==> src/rtl/flag_branch_unit.sv <==
// Purpose: architectural Z/V/N flag register fed by the EX-stage ALU, plus the branch-condition evaluator for ID and branch/taken counters.
// Latency: a flag write shows on `flags` one cycle after the EX edge, and a branch in ID sees it in the same cycle through forwarding.
// Backpressure: none. `stall` freezes flag writes and counting, and `flush` squashes the EX write and its forwarding.
// Ports: clk/rst_n (rising edge, async active-low reset); ex_valid/ex_opcode/alu_{z,v,n} (EX instruction and its ALU flags);
//        stall/flush (pipeline control); br_valid/br_cond (branch in ID); flags ({Z,V,N} register); br_taken (combinational decision);
//        flags_upd (registered write pulse); br_count/taken_count (wrapping performance counters).
module flag_branch_unit #(
  parameter int         CNT_W       = 16,
  parameter logic [2:0] RESET_FLAGS = 3'b000
) (
  input  logic             clk,
  input  logic             rst_n,
  input  logic             ex_valid,
  input  logic [3:0]       ex_opcode,
  input  logic             alu_z,
  input  logic             alu_v,
  input  logic             alu_n,
  input  logic             stall,
  input  logic             flush,
  input  logic             br_valid,
  input  logic [2:0]       br_cond,
  output logic [2:0]       flags,
  output logic             br_taken,
  output logic             flags_upd,
  output logic [CNT_W-1:0] br_count,
  output logic [CNT_W-1:0] taken_count
);

  // Opcodes that touch flags; every other opcode leaves them alone.
  localparam logic [3:0] OP_ADD = 4'b0000;
  localparam logic [3:0] OP_SUB = 4'b0001;
  localparam logic [3:0] OP_XOR = 4'b0010;
  localparam logic [3:0] OP_SLL = 4'b0100;
  localparam logic [3:0] OP_SRA = 4'b0101;
  localparam logic [3:0] OP_ROR = 4'b0110;

  // Branch condition codes.
  localparam logic [2:0] C_NE   = 3'b000;
  localparam logic [2:0] C_EQ   = 3'b001;
  localparam logic [2:0] C_GT   = 3'b010;
  localparam logic [2:0] C_LT   = 3'b011;
  localparam logic [2:0] C_GTE  = 3'b100;
  localparam logic [2:0] C_LTE  = 3'b101;
  localparam logic [2:0] C_OVFL = 3'b110;

  // State is held in {Z,V,N} order. Bit 2 is Z, bit 1 is V and bit 0 is N.
  logic [2:0]       flags_q, flags_d;
  logic             flags_upd_q, flags_upd_d;
  logic [CNT_W-1:0] br_count_q, br_count_d;
  logic [CNT_W-1:0] taken_count_q, taken_count_d;

  logic [2:0] upd_mask;
  logic [2:0] alu_flags;
  logic [2:0] merged;
  logic [2:0] eff;
  logic       fwd_en;
  logic       wr;
  logic       cond_ok;
  logic       cnt_en;

  always_comb begin
    upd_mask = 3'b000;
    case (ex_opcode)
      OP_ADD, OP_SUB:                 upd_mask = 3'b111;
      OP_XOR, OP_SLL, OP_SRA, OP_ROR: upd_mask = 3'b100;
      default:                        upd_mask = 3'b000;
    endcase
  end

  assign alu_flags = {alu_z, alu_v, alu_n};
  assign merged    = (upd_mask & alu_flags) | (~upd_mask & flags_q);

  // Only flush gates forwarding. A stalled branch keeps re-evaluating
  // against the EX result it will eventually see committed.
  assign fwd_en = ex_valid & ~flush & (upd_mask != 3'b000);
  assign wr     = fwd_en & ~stall;
  assign eff    = fwd_en ? merged : flags_q;

  always_comb begin
    cond_ok = 1'b1;
    case (br_cond)
      C_NE:    cond_ok = ~eff[2];
      C_EQ:    cond_ok = eff[2];
      C_GT:    cond_ok = ~eff[2] & ~eff[0];
      C_LT:    cond_ok = eff[0];
      C_GTE:   cond_ok = eff[2] | (~eff[2] & ~eff[0]);
      C_LTE:   cond_ok = eff[0] | eff[2];
      C_OVFL:  cond_ok = eff[1];
      default: cond_ok = 1'b1;
    endcase
  end

  assign br_taken = br_valid & cond_ok;

  // A branch held in ID across a stall is counted once, on its release edge.
  assign cnt_en = br_valid & ~stall & ~flush;

  always_comb begin
    flags_d       = wr ? merged : flags_q;
    flags_upd_d   = wr;
    br_count_d    = br_count_q;
    taken_count_d = taken_count_q;
    if (cnt_en) begin
      br_count_d = br_count_q + CNT_W'(1);
      if (br_taken) begin
        taken_count_d = taken_count_q + CNT_W'(1);
      end
    end
  end

  always_ff @(posedge clk or negedge rst_n) begin
    if (!rst_n) begin
      flags_q       <= RESET_FLAGS;
      flags_upd_q   <= 1'b0;
      br_count_q    <= '0;
      taken_count_q <= '0;
    end else begin
      flags_q       <= flags_d;
      flags_upd_q   <= flags_upd_d;
      br_count_q    <= br_count_d;
      taken_count_q <= taken_count_d;
    end
  end

  assign flags       = flags_q;
  assign flags_upd   = flags_upd_q;
  assign br_count    = br_count_q;
  assign taken_count = taken_count_q;

endmodule
==> config.mk <==
export PLATFORM = sky130hd
export DESIGN_NAME = flag_branch_unit
export DESIGN_NICKNAME = d
export VERILOG_FILES = /design/src/rtl/flag_branch_unit.sv
export SDC_FILE = /design/constraint.sdc
export NUM_CORES = 1
export LEC_CHECK = 0
export CORE_MARGIN = 2
export CORE_UTILIZATION = 38
export DETAILED_ROUTE_END_ITERATION = 7
export PLACE_DENSITY_LB_ADDON = 0.05
export REMOVE_ABC_BUFFERS = 1
export SYNTH_ARGS = -nofsm -noshare
export SYNTH_HDL_FRONTEND = slang
export SYNTH_SLANG_ARGS = --single-unit
==> constraint.sdc <==
create_clock -name clk -period 2.12 [get_ports clk]
set_input_delay 0.318 -clock clk [delete_from_list [all_inputs] [get_ports clk]]
set_output_delay 0.318 -clock clk [all_outputs]
set_load 0.02 [all_outputs]
==> impl_metrics.json <==
{
  "outcome": "complete, no violations",
  "synth-main-ff-cell": "dfrtp_1",
  "globalplace.congestion": 0.792,
  "combPwrFrac_pct": 29.6,
  "whs_path_depth": 2,
  "rsz0062_at_grt": "yes",
  "final_antenna_net_count": 0,
  "slew_viol_final": 0,
  "hp-start": "alu_z",
  "power.internal_uw": 1300,
  "critPathMaxFanout": 3,
  "post-dp-hpwl_mm": 3.06,
  "skew_ns": 0.00389,
  "syn_avg_cell_area_sq_um": 11.1,
  "hold_path_class": "in -> reg",
  "cts_max_path_buffers": 2,
  "first_global_vias": 1546,
  "h-tree-depth": 2,
  "ys_seq_area_share_pct": 50.6,
  "synth_cells": 160,
  "yosys_warnings": 0,
  "dr.pass1.iters": 6,
  "fin_crit_ns": 2.09,
  "via_per_inst": 5.08,
  "swShare_pct": 33.1,
  "p_sw_uw": 645,
  "clock_sinks": 36,
  "worst_pin_slew_ns": 0.467,
  "synth_async_sr_flop_share_pct": 100,
  "vias": 1535,
  "grt_pass1_wl_mm": 7.20,
  "yosys.area.top_type": "dfrtp_1",
  "drtIter0Drc": 76,
  "n_antenna_cell": 0,
  "totalPowerFinal_uw": 1950,
  "synth-edff-count": 0,
  "final_cell_mix": "clkdlybuf4s50_1 (42), dfrtp_1 (36), buf_4 (29), xnor2_1 (22), nand2_1 (16)",
  "synth_area_sq_um": 1780,
  "clock_latency_ns": 0.29,
  "slew_headroom_pct": 68.9,
  "nets": 267,
  "layoutNonFillerInstCount": 302,
  "wl_per_cell_microns": 14.3,
  "grt_max_degree": 37,
  "r2r-start": "flags[0]$_DFFE_PN0P_",
  "rows": 24,
  "finalHoldViolations": 0,
  "final_common_cell": "clkdlybuf4s50_1",
  "fin_crit_sh_pct": 98.7,
  "setup_tns_ns": 0,
  "crit_path_end_kind": "primary output",
  "clkTransAtPathRegs_ns": 0.07,
  "power_frac_seq_pct": 45.6,
  "worst-r2r-cell-count": 8,
  "root_buffer": "clkbuf_8",
  "dieHeight_microns": 72.4,
  "r2r_end": "taken_count[1]$_DFFE_PN0P_",
  "crit_required_ns": 1.80,
  "ff2ff_setup_slack_ns": 0.30,
  "core_sq_um": 4440,
  "area_delta_synth_final_pct": 55.8,
  "dp_cells": 287,
  "max_freq_ghz": 0.478,
  "crit_arrival_ns": 1.77,
  "yosys.area.top_type_share_pct": 50.6,
  "yosys_register_bits": 36,
  "cts_tree": "done",
  "synth_cell_type_count": 35,
  "whs_endpoint": "flags[2]$_DFFE_PN0P_",
  "setup_viol": 0,
  "start_util_pct": 40.0,
  "synth.area.top_cells": "dfrtp_1 (51%), xnor2_1 (11%), xor2_1 (3.9%), nand2_1 (3.8%), mux2_2 (3.8%)",
  "drt_wl_total_mm": 4.31,
  "drv_cap": 0,
  "antenna_found_initial": 0,
  "irDropWorstVdd_uv": 357,
  "die-area_sq_um": 5250,
  "ios": 53,
  "drive_above_1_share_pct": 26.8,
  "die_x_microns": 72.4,
  "start_kind": "primary input",
  "cts_hold_buf": 0,
  "p_leak_uw": 0.00126,
  "power.density_nw_per_um2": 703,
  "critPathKind": "in -> out",
  "groute.usage.overall_pct": 17.6,
  "portBuffers": 52,
  "cts_buffers": 5,
  "drc": 0,
  "clkPwrFrac_pct": 24.7,
  "grt_remaining_overflow": 0
}
cells in the mapped netlist (2+ instances only):
cell and instances:
and3_1 8, xnor2_1 22, xor2_1 8, nand2_1 18
and4_1 2, nor2_1 9, mux2_2 6, dfrtp_1 36
nor3b_2 2, nor3_1 2, nor4_1 2, nand2b_1 2
ha_1 2, nand3_1 10, nand4_1 10, inv_1 2
metrics by stage:
step	cell area [sq um]	util, %	hold WS [ns]	setup WS, ns
after floorplan	1770	-	0.0224	0.0374
after global placement	2550	57.5	0.460	-0.712
after detailed placement	2550	57.5	0.469	-0.779
after CTS	2680	60.4	0.472	-0.00851
after global routing	2770	62.4	0.358	-0.0663
final	2770	62.4	0.351	0.0274
power groups by stage:
stage / Combinational (uW) / Sequential (uW) / Clock (uW)
final: 577 / 889 / 482
after global routing: 624 / 908 / 531
after detailed placement: 550 / 900 / 0
after global placement: 542 / 896 / 0
after CTS: 567 / 888 / 497
after floorplan: 160 / 980 / 0
state kept, by name, summed over array words and instances, names as in the netlist:
| register | cells |
|---|---|
| br_count | 16 |
| flags | 3 |
| flags_upd | 1 |
| taken_count | 16 |
metal layers:
layer | GRT usage (%) | vias up | wire, microns
li1 | - | 745 | -
met1 | 22.9 | 749 | 1930
met2 | 29.7 | 36 | 2170
met3 | 3.75 | 5 | 167
met4 | 4.94 | 0 | 48
met5 | 0 | - | 0
worst max-delay path, stage by stage:
cell	delay (ns)
buf_6	0.09
or3_4	0.41
nor2_8	0.12
mux2_4	0.31
o21ai_2	0.15
o21a_1	0.17
nor2_1	0.05
buf_4	0.15
logic make-up (layout without fill, tap and decap cells):
family,count (synthesis),in the layout,share of synthesized area [%]
AND/OR/NAND/NOR,69,69,21.7
flip-flops,36,36,50.6
XOR/XNOR,30,30,14.8
AO/OA/AOI/OAI,11,11,5.27
multiplexers,8,8,5.20
buffers and inverters,4,94,1.05
adder cells (fa/ha/maj),2,2,1.41
what timing repair did:
action,CTS,global route
endpoints found under the setup margin,17,12
gates cloned,0,1
gates resized for setup,27,15
pin swaps,9,8
setup buffers,4,2
worst max path at each step:
stage / from / end / slack (ns)
2_1_floorplan: ex_opcode[1] / taken_count[1]$_DFFE_PN0P_ / 0.04
3_3_place_gp: ex_opcode[1] / br_taken / -0.71
3_5_place_dp: ex_opcode[1] / br_taken / -0.78
4_1_cts: flush / br_taken / -0.009
5_1_grt: ex_opcode[3] / br_taken / -0.07
6_report: ex_opcode[3] / br_taken / 0.03
cell type report:
| cell class | instances | area (sq um) |
|---|---|---|
| fill | 366 | 1670 |
| sequential | 36 | 901 |
| tap | 52 | 65.1 |
| clock inverter | 3 | 18.8 |
| multi-input combinational | 120 | 928 |
| inverter | 2 | 7.51 |
| timing repair buffer | 84 | 783 |
| clock buffer | 5 | 68.8 |
Power figures use the tool's default switching activity.
